### src/rtl/host_cmd_dispatch.sv
// Host command dispatcher: runs housekeeping commands locally and forwards
// slot read/write requests to a slot agent under a cycle-count timeout.
module host_cmd_dispatch #(
    parameter logic [23:0] TIMEOUT_CYCLES   = 24'd10_000_000,
    parameter logic [15:0] CORE_VERSION     = 16'h0001,
    parameter logic        RESET_ON_POWERUP = 1'b1
) (
    input  logic         clk,
    input  logic         reset_n,
    input  logic         cmd_valid,
    input  logic [15:0]  cmd_word,
    input  logic [127:0] cmd_param,
    output logic         cmd_ack,
    output logic [15:0]  cmd_progress,
    output logic         cmd_done,
    output logic [15:0]  cmd_result,
    output logic [127:0] cmd_response,
    input  logic [15:0]  status_word,
    output logic         core_reset,
    output logic         slot_req_valid,
    output logic         slot_req_write,
    output logic [15:0]  slot_id,
    output logic [31:0]  slot_offset,
    output logic [31:0]  slot_length,
    input  logic         slot_req_ack,
    input  logic         slot_done,
    input  logic [15:0]  slot_result
);
    localparam logic [15:0] CMD_STATUS  = 16'h0000;
    localparam logic [15:0] CMD_RST_ENT = 16'h0010;
    localparam logic [15:0] CMD_RST_EXT = 16'h0011;
    localparam logic [15:0] CMD_SLOT_RD = 16'h0080;
    localparam logic [15:0] CMD_SLOT_WR = 16'h0082;
    localparam logic [15:0] RES_OK      = 16'h0000;
    localparam logic [15:0] RES_UNSUP   = 16'h0001;
    localparam logic [15:0] RES_TIMEOUT = 16'h0003;

    typedef enum logic [2:0] {IDLE, EXEC, SLOT_REQ, SLOT_WAIT, DONE} state_t;

    state_t        state;
    logic [15:0]   word_q;
    logic [79:0]   param_q;   // only the slot id/offset/length words are ever used
    logic [23:0]   cnt;
    logic          expired;
    logic          unused_param;

    assign unused_param = ^{cmd_param[127:112], cmd_param[31:0]};
    assign expired      = (cnt == TIMEOUT_CYCLES - 24'd1);
    assign cmd_ack      = (state == IDLE) && cmd_valid;
    assign cmd_progress = (state == SLOT_REQ || state == SLOT_WAIT) ? cnt[23:8] : 16'h0;

    always_ff @(posedge clk or negedge reset_n) begin
        if (!reset_n) begin
            state          <= IDLE;
            word_q         <= '0;
            param_q        <= '0;
            cnt            <= '0;
            cmd_done       <= 1'b0;
            cmd_result     <= '0;
            cmd_response   <= '0;
            core_reset     <= RESET_ON_POWERUP;
            slot_req_valid <= 1'b0;
            slot_req_write <= 1'b0;
            slot_id        <= '0;
            slot_offset    <= '0;
            slot_length    <= '0;
        end else begin
            // saturating: a stuck agent must not wrap the progress reading
            if ((state == SLOT_REQ || state == SLOT_WAIT) && cnt != 24'hFF_FFFF)
                cnt <= cnt + 24'd1;
            case (state)
                IDLE: if (cmd_valid) begin
                    word_q  <= cmd_word;
                    param_q <= cmd_param[111:32];
                    state   <= EXEC;
                end
                EXEC: begin
                    cnt          <= '0;
                    cmd_response <= '0;
                    cmd_result   <= RES_OK;
                    cmd_done     <= 1'b1;
                    state        <= DONE;
                    case (word_q)
                        CMD_STATUS:  cmd_response <= {CORE_VERSION, status_word, 96'h0};
                        CMD_RST_ENT: core_reset <= 1'b1;
                        CMD_RST_EXT: core_reset <= 1'b0;
                        CMD_SLOT_RD, CMD_SLOT_WR: begin
                            cmd_result     <= cmd_result;
                            cmd_response   <= cmd_response;
                            cmd_done       <= 1'b0;
                            state          <= SLOT_REQ;
                            slot_req_valid <= 1'b1;
                            slot_req_write <= (word_q == CMD_SLOT_WR);
                            slot_id        <= param_q[79:64];
                            slot_offset    <= param_q[63:32];
                            slot_length    <= param_q[31:0];
                        end
                        default:     cmd_result <= RES_UNSUP;
                    endcase
                end
                SLOT_REQ: begin
                    // expiry beats a late ack so the request cannot outlive the window
                    if (expired) begin
                        slot_req_valid <= 1'b0;
                        cmd_result     <= RES_TIMEOUT;
                        cmd_response   <= {slot_id, 112'h0};
                        cmd_done       <= 1'b1;
                        state          <= DONE;
                    end else if (slot_req_ack) begin
                        slot_req_valid <= 1'b0;
                        state          <= SLOT_WAIT;
                    end
                end
                SLOT_WAIT: begin
                    if (slot_done || expired) begin
                        cmd_result   <= slot_done ? slot_result : RES_TIMEOUT;
                        cmd_response <= {slot_id, 112'h0};
                        cmd_done     <= 1'b1;
                        state        <= DONE;
                    end
                end
                DONE: begin
                    cmd_done <= 1'b0;
                    state    <= IDLE;
                end
                default: state <= IDLE;
            endcase
        end
    end
endmodule

### config.mk
export PLATFORM = sky130hd
export DESIGN_NAME = host_cmd_dispatch
export DESIGN_NICKNAME = d
export VERILOG_FILES = /design/src/rtl/host_cmd_dispatch.sv
export SDC_FILE = /design/constraint.sdc
export NUM_CORES = 1
export LEC_CHECK = 0
export BUFFER_PORTS_ARGS = -buffer_cell sky130_fd_sc_hd__buf_4
export CORE_AREA = 2 2 166 168
export DETAILED_ROUTE_END_ITERATION = 7
export DIE_AREA = 0 0 168 170
export GPL_ROUTABILITY_DRIVEN = 0
export PLACE_DENSITY_LB_ADDON = 0.05
export SLEW_MARGIN = 20
export SYNTH_ARGS = -nofsm -noshare
export SYNTH_HDL_FRONTEND = slang
export SYNTH_SLANG_ARGS = --single-unit
### constraint.sdc
create_clock -name clk -period 2.05 [get_ports clk]
set_clock_uncertainty 0.05 [all_clocks]
set_input_delay 0.3075 -clock clk [delete_from_list [all_inputs] [get_ports clk]]
set_output_delay 0.3075 -clock clk [all_outputs]
set_load 0.005 [all_outputs]
==> flow_summary.toml, run 1 <==
[sta]
finalCritPeriodShare_pct = 109.8
finalHoldWorstSlack_ns = 0.03494
rsz0062_at_grt = "yes"
setup_viol_count_final = 119
min_period_ns = 2.251
drv_slew = 0
fmax_mhz = 444.2
hold_violations = 0
fin_ws_ns = -0.2012
setup_tns_ns = -12.42

[worst_setup_path]
path_max_fanout = 5
arrival_ns = 2.62
startpoint_type = "register"
endpoint_kind = "register"
critPathRequiredTime_ns = 2.42
crit_type = "reg2reg"

[drt]
drtAntennaViolNets = 0
drt_iter0_drc = 354
vias = 8358
drt_first_pass_iters = 4
drt_wl_total_um = 31810
drc = 0
wl_per_cell_um = 18.20
avgViaCountPerCell = 4.781

[yosys]
seq_area_frac_synth_pct = 57.31
syn_inst = 874
synthFlopType = "dfrtp_1"
synth_edf_count = 0
async_flop_share_pct = 100.0
synthesis.area_um2 = 11140
syn_area_per_cell_um2 = 12.74
ys_seq_elements = 255
synth.distinct_cells = 51
yosysWarnings = 0

[clocking]
clock_sinks = 255
worstSkewPairLatency_ns = 0.54
h-tree-depth = 1
cts_buffers = 28
clk_path_buf_depth = 3
root_buffer = "clkbuf_16"
clk_pin_slew_ns = 0.06
tritoncts = "built"

[floorplanning]
coreArea_um2 = 26650
dieArea_um2 = 28560
initial_utilization_pct = 41.79
fp.dieH_um = 170
die_x_um = 168
rows = 60
io_pins = 426

[pwr]
p_clk_share_pct = 40.7
power_frac_seq_pct = 45.6
ir_worst_vdd_mv = 0.7624
power.total_mw = 12.79
power.share.switching_pct = 23.73
p_int_mw = 9.751
pwr-share-comb_pct = 13.6
p_per_area_nw_per_um2 = 726.3
switching_power_mw = 3.034
p_leak_nw = 8.526

[cells_and_area]
final.fill_count = 2044
nets = 1564
syn_to_final_growth_pct = 58.07
final_core_util_pct = 66.06
design_area_um2 = 17600
layout-drive-gt1-share_pct = 50.50

[run]
drv_cap = 0

[global_routing]
first_global_vias = 8710
grt_pass1_wl_um = 48620
grt_usage_pct = 21.54
grt_overflow = 0
antenna_found_initial = 3
grt_max_degree = 70

[outcome]
violations = "negative setup slack"
status = "complete, but fails checks"

[min_path]
hold_path_class = "in2reg"

[place]
port_buffers = 281
dp_hpwl_um = 20390
place_area_um2 = 13850
==> stage by stage <==
| stage | cells | worst slack, ns |
|---|---|---|
| finish | 1748 | -0.2012 |
| global route | 1747 | -0.2760 |
| CTS | 1746 | -0.1750 |
| detailed placement | 1527 | -0.2146 |
| global placement | 1527 | -0.1607 |
| floorplan | 969 | -0.02358 |
==> area by class of cell <==
cell class	instances	area [µm²]	share of cell area, %
Antenna cell	3	7.507	0.04264
Clock buffer	43	868.3	4.932
Clock inverter	9	102.6	0.5828
Inverter	36	137.6	0.7818
Multi-Input combinational cell	538	4805	27.29
Sequential cell	255	6385	36.27
Tap cell	341	426.7	2.424
Timing Repair Buffer	523	4872	27.68
==> synth_stat cells (all sizes together) (3+ instances only) <==
master	count	area, µm²
nand2	39	146.4
a22o	14	122.6
dfrtp	254	6356
or4	5	37.54
o31ai	23	172.7
mux2	177	1993
nand4	10	77.57
and2	15	93.84
mux2i	18	180.2
a21oi	17	85.08
inv	36	135.1
or3	11	68.82
clkbuf	21	78.83
nand3	29	162.7
nor4	9	62.56
xnor2	3	26.28
and3	6	37.54
o21ai	15	75.07
buf	120	863.3
nor3	6	30.03
nor4b	3	26.28
nor2	16	62.56
o211ai	5	37.54
==> worst paths after layout <==
| path | from | end | slack, ns | depth (start not counted) |
|---|---|---|---|---|
| max | word_q[9] | cmd_response[112] | -0.20 | 9 |
| min | slot_result[0] | cmd_result[0] | 0.03 | 3 |
| max reg2reg | word_q[9] | cmd_response[112] | -0.20 | 9 |
| min reg2reg | cnt[6] | cnt[6] | 0.43 | 1 |
| max in group asynchronous | reset_n | param_q[8] | 1.10 | 3 |
| min in group asynchronous | reset_n | cnt[21] | 0.18 | 2 |
==> power by group through the flow <==
stage               combinational [mW]  clock (mW)  sequential [mW]
floorplan                        0.881           0             5.80
global placement                  1.31           0             5.87
detailed placement                1.33           0             5.89
CTS                               1.72        5.33             5.83
global route                      1.88        5.52             5.90
finish                            1.74        5.21             5.84
==> placed cells by master, fill, tap and decap left out, types with 4 or more instances in the layout <==
master / count
buf_12: 24
buf_6: 40
clkbuf_16: 32
buf_16: 4
o31ai_4: 15
conb_1: 96
clkbuf_1: 5
nor3_1: 4
or4_4: 4
a22o_1: 14
nand3_1: 20
dlygate4sd3_1: 120
inv_1: 34
nor2_4: 4
or3_1: 8
dfrtp_1: 252
a21oi_1: 12
mux2_4: 75
and3_1: 5
buf_4: 326
o21ai_0: 13
clkbuf_8: 9
mux2_2: 102
clkinv_2: 4
nand2_1: 35
nor4_1: 4
a21oi_2: 5
nor2_1: 12
o31ai_1: 7
o211ai_1: 5
mux2i_1: 18
and2_4: 15
nand3_2: 7
nand4_1: 9
buf_8: 5
==> cells by family (layout without fill, tap and decap cells) <==
kind of cell,count (synthesis),in the layout,share of synthesized area (%)
flip-flops,255,255,57.31
multiplexers,195,195,19.51
buffers and inverters,177,611,9.673
AND/OR/NAND/NOR,157,158,7.820
AO/OA/AOI/OAI,85,85,5.303
XOR/XNOR,3,3,0.2360
adder cells (fa/ha/maj),1,1,0.1123
other,1,99,0.03367
==> flip-flops by register name, indices dropped and copies added, names as in the netlist <==
signal and count:
cmd_done 1, state 3, core_reset 1, slot_id 16, word_q 16, slot_length 32, cnt 24, cmd_result 16
cmd_response 32, param_q 80, slot_offset 32, slot_req_valid 1, slot_req_write 1
==> timing repair <==
item / 4_1_cts / 5_1_grt
cloned: 13 / 4
endpoints found under the hold margin: 373 / 0
buffers inserted: 36 / 13
hold buffers: 120 / 0
resized for setup: 190 / 66
endpoints found under the setup margin: 143 / 170
pin swaps: 15 / 25
==> metal layers <==
layer,vias up,global-route usage (%),part of all wire [%]
li1,3888,-,-
met1,4139,26.48,40
met2,285,37.80,51
met3,46,5.233,6.9
met4,0,6.163,2.6
met5,-,0,0
==> worst max-delay path, cell delays in order (launching register included) <==
cell and delay (ns):
dfrtp_1 0.40, nor4_4 0.29, buf_4 0.17, buf_6 0.11, nand4_1 0.19, a32oi_2 0.28, and2_4 0.24, buf_6 0.11
inv_4 0.03, mux2_2 0.25
No activity file was read; power rests on OpenSTA's default activity.
==> inputs of run 2 (changes only) <==
HOLD_SLACK_MARGIN = 0.12   (was unset)
==> flow_summary.toml, run 2 (same netlist as run 1, synthesis figures left out) <==
[worst_setup_path]
critPathBufInv = 4
arrival_ns = 2.61
crit_chain = "nor4_4 -> buf_4 -> buf_6 -> nand4_1 -> a32oi_2 -> and2_4 -> buf_6 -> inv_4 -> mux2_2"
crit_top_cell = "buf_6"
path_max_fanout = 5
critPathRequiredTime_ns = 2.42
crit_family = "simple AND/OR/NAND/NOR gates"
crit_slowest_cell = "dfrtp_1"
endpoint_kind = "register"
cp_slowest_stage_delay_ns = 0.40
crit_type = "reg2reg"
startpoint_type = "register"

[pwr]
power.total_mw = 12.84
p_int_mw = 9.788
p_clk_share_pct = 40.6
p_per_area_nw_per_um2 = 721.4
switching_power_mw = 3.047
p_leak_nw = 8.602
power_frac_seq_pct = 45.5
power.share.switching_pct = 23.74
pwr-share-comb_pct = 13.9
ir_worst_vdd_mv = 0.7597

[drt]
drt_first_pass_iters = 4
vias = 8436
drt_iter0_drc = 337
drtAntennaViolNets = 0
wl_per_cell_um = 18.18
drt_wl_total_um = 32060
avgViaCountPerCell = 4.785
drc = 0

[cells_and_area]
multi_input_area_um2 = 4825
nets = 1579
layout-drive-gt1-share_pct = 50.32
final_common_cell = "buf_4"
register_area_um2 = 6385
syn_to_final_growth_pct = 59.76
regMostFlops = "param_q"
final_cell_mix = "buf_4, dfrtp_1, dlygate4sd3_1, mux2_2, conb_1"
final.fill_count = 2028
largest_reg_flops = 80

[clocking]
h-tree-depth = 1
clk_pin_slew_ns = 0.06
clock_sinks = 255
worstSkewPairLatency_ns = 0.53
tritoncts = "built"
cts_buffers = 28
clk_path_buf_depth = 3
root_buffer = "clkbuf_16"

[sta]
min_period_ns = 2.244
fmax_mhz = 445.6
hold_violations = 0
finalCritPeriodShare_pct = 109.5
fin_ws_ns = -0.1942
setup_viol_count_final = 119
drv_slew = 0
rsz0062_at_grt = "yes"

[floorplanning]
coreArea_um2 = 26650
die_x_um = 168
dieArea_um2 = 28560
fp.dieH_um = 170
initial_utilization_pct = 41.79
rows = 60
io_pins = 426

[global_routing]
first_global_vias = 8750
grt_max_degree = 70
grt_pass1_wl_um = 48840
antenna_found_initial = 3
grt_usage_pct = 21.64
grt_overflow = 0

[outcome]
violations = "negative setup slack"
status = "complete, but fails checks"

[place]
dp_hpwl_um = 20390
port_buffers = 281
place_ws_ns = -0.2146

[run]
drv_cap = 0

[min_path]
hold_path_class = "in2async"
## run 2: changes by cell type in the layout (fill, tap and decap cells not counted), sizes merged
cell	previous run	this run
dlygate4sd3	120	132
buf	399	402
## run 2: metrics by stage
step | utilization [%] | instance area, µm² | hold WS (ns) | instances | TNS [ns]
6_report | 66.76 | 17790 | 0.1776 | 1763 | -11.10
5_1_grt | 66.75 | 17790 | 0.1783 | 1762 | -22.68
3_5_place_dp | 51.95 | 13850 | 0.1267 | 1527 | -16.11
2_1_floorplan | - | 11510 | -0.03809 | 969 | -0.03835
4_1_cts | 65.78 | 17530 | 0.1599 | 1758 | -13.46
3_3_place_gp | 51.95 | 13850 | 0.1300 | 1527 | -13.29
## run 2: worst paths after layout
check | slack [ns] | from | end | cells past startpoint
worst max register to register | -0.19 | word_q[9] | cmd_response[112] | 9
max in group asynchronous | 1.10 | reset_n | param_q[8] | 3
worst min-delay path | 0.18 | reset_n | cnt[21] | 2
worst min register to register | 0.43 | cnt[6] | cnt[6] | 1
min in group clk | 0.43 | cnt[6] | cnt[6] | 1
worst max-delay path | -0.19 | word_q[9] | cmd_response[112] | 9
## run 2: worst register-to-register path: stages (launching register included)
cell and delay [ns]:
dfrtp_1 0.40, nor4_4 0.29, buf_4 0.17, buf_6 0.10
nand4_1 0.19, a32oi_2 0.28, and2_4 0.25, buf_6 0.11
inv_4 0.03, mux2_2 0.25
## run 2: cell type report
| type | instances | area share, % |
|---|---|---|
| diodes | 3 | 0.04219 |
| clock buffers | 43 | 4.880 |
| clock inverters | 9 | 0.5766 |
| inverters | 36 | 0.7736 |
| multi-input cells | 538 | 27.12 |
| flip-flops and latches | 255 | 35.89 |
| well taps | 341 | 2.398 |
| repair buffers | 538 | 28.33 |
## run 2: timing repair
item / CTS / global route
hold buffers: 132 / 0
setup endpoints to repair: 143 / 170
gates cloned: 13 / 4
hold endpoints to repair: 385 / 0
resized for setup: 190 / 80
pin swaps: 15 / 27
buffers inserted: 36 / 18
## run 2: layer usage
metal / track usage, % / wire, µm / vias to the layer above
li1: - / - / 3925
met1: 26.58 / 12710 / 4179
met2: 38.02 / 16260 / 283
met3: 5.233 / 2244 / 49
met4: 6.200 / 837 / 0
met5: 0 / 0 / -
## run 2: power groups by stage
stage / Combinational [mW] / Clock, mW / Sequential (mW)
3_5_place_dp: 1.33 / 0 / 5.89
3_3_place_gp: 1.31 / 0 / 5.87
6_report: 1.79 / 5.21 / 5.84
2_1_floorplan: 0.881 / 0 / 5.80
4_1_cts: 1.74 / 5.33 / 5.83
5_1_grt: 1.93 / 5.52 / 5.91
==> inputs of run 3 (changes only) <==
CORE_AREA = 2 2 167 169   (was 2 2 166 168)
DIE_AREA = 0 0 169 171   (was 0 0 168 170)
SKIP_CTS_REPAIR_TIMING = 1   (was unset)
clock period = 2.8 ns   (was 2.05 ns; I/O delays follow)
==> flow_summary.toml, run 3 (same netlist as run 1, synthesis figures left out) <==
[cells_and_area]
largest_reg_flops = 80
syn_to_final_growth_pct = 39.57
final_cell_mix = "buf_4, dfrtp_1, mux2_2, dlygate4sd3_1, conb_1"
final.fill_count = 2391
finalNonFillerCells = 1651
nets = 1465
layout-drive-gt1-share_pct = 41.63
regMostFlops = "param_q"
final_common_cell = "buf_4"
register_area_um2 = 6382
multi_input_area_um2 = 4053

[place]
placedCellCount = 1480
place_ws_ns = 0.3355
port_buffers = 281
dp_hpwl_um = 19560

[sta]
rsz0062_at_grt = "no"
worst_slew_pin_slew_ns = 1.077
setup_viol_count_final = 0
min_period_ns = 2.608
finalHoldWorstSlack_ns = 0.1288
relSlewSlack_pct = 28.12
fmax_mhz = 383.4
finalCritPeriodShare_pct = 93.15
hold_violations = 0
setup_tns_ns = 0
fin_ws_ns = 0.1917
drv_slew = 0

[pwr]
p_per_area_nw_per_um2 = 582.1
ir_worst_vdd_mv = 0.4208
power.total_mw = 9.048
p_leak_nw = 7.673

[global_routing]
grt_max_degree = 79
first_global_vias = 7268
grt_overflow = 0
grt_usage_pct = 18.22
antenna_found_initial = 3
grt_pass1_wl_um = 41060

[worst_setup_path]
crit_top_cell = "buf_4"
path_max_fanout = 20
arrival_ns = 2.14
crit_slowest_cell = "nor2_4"
startpoint_type = "register"
critPathRequiredTime_ns = 2.33
crit_type = "reg2out"
cp_slowest_stage_delay_ns = 0.43
crit_chain = "buf_4 -> nor2_1 -> nand2_1 -> nor2_4 -> buf_12 -> buf_4"
endpoint_kind = "primary output"

[clocking]
root_buffer = "clkbuf_16"
clk_path_buf_depth = 3
h-tree-depth = 1
tritoncts = "built"
worstSkewPairLatency_ns = 0.54
cts_buffers = 28
clock_sinks = 255
clk_pin_slew_ns = 0.06

[outcome]
status = "completed"

[floorplanning]
initial_utilization_pct = 40.76
dieArea_um2 = 28900
coreArea_um2 = 27320
die_x_um = 169
fp.dieH_um = 171
io_pins = 426
rows = 61

[drt]
avgViaCountPerCell = 4.810
wl_per_cell_um = 17.28
drt_iter0_drc = 254
drtAntennaViolNets = 0
drc = 0
vias = 7942
drt_first_pass_iters = 4
drt_wl_total_um = 28530

[run]
drv_cap = 0

[min_path]
hold_path_class = "in2reg"
[run 3: changes by cell type in the layout (fill, tap and decap cells not counted), sizes merged]
cell         change
buf             -96
bufbuf           -1
clkbuf           -4
clkinv           +1
clkinvlp         -3
dlygate4sd3     -13
or4              -1
[run 3: worst paths after layout]
path	startpoint	endpoint	slack, ns	cells past startpoint
max	state[1]	cmd_ack	0.19	6
min reg2reg	cnt[6]	cnt[6]	0.42	1
max in group asynchronous	reset_n	cmd_response[116]	1.62	3
min	status_word[13]	cmd_response[109]	0.13	3
max reg2reg	word_q[13]	slot_offset[9]	0.32	6
min in group asynchronous	reset_n	cnt[17]	0.30	2
[run 3: power by group]
| part | internal, mW | leakage, nW | switching [mW] |
|---|---|---|---|
| combinational | 0.614 | 3.87 | 0.426 |
| sequential | 4.06 | 3.33 | 0.198 |
| clock | 2.29 | 0.475 | 1.46 |
[run 3: layout make-up]
cell class,count,area share (%)
clock inverter,7,0.5474
tap,346,2.785
timing repair buffer,425,23.05
antenna,3,0.04830
multi-input combinational,537,26.07
sequential,255,41.06
inverter,36,0.8694
clock buffer,42,5.562
[run 3: metrics by stage]
stage,util (%),instance area [µm²]
after global placement,49.02,13400
final,56.89,15540
after floorplan,-,11490
after detailed placement,49.02,13400
after global routing,56.87,15540
after CTS,52.50,14350
[run 3: metal layers]
| layer | up-vias | wire (µm) | global-route usage [%] |
|---|---|---|---|
| li1 | 3706 | - | - |
| met1 | 3911 | 11720 | 22.24 |
| met2 | 277 | 13740 | 29.38 |
| met3 | 48 | 2309 | 7.472 |
| met4 | 0 | 764 | 6.206 |
| met5 | - | 0 | 0 |
[run 3: critical path: cells and delay by family (launching register included)]
kind / cells / cell delay (ns)
buffers and inverters: 3 / 0.54
DFF: 1 / 0.37
and+or+nand+nor: 3 / 0.68
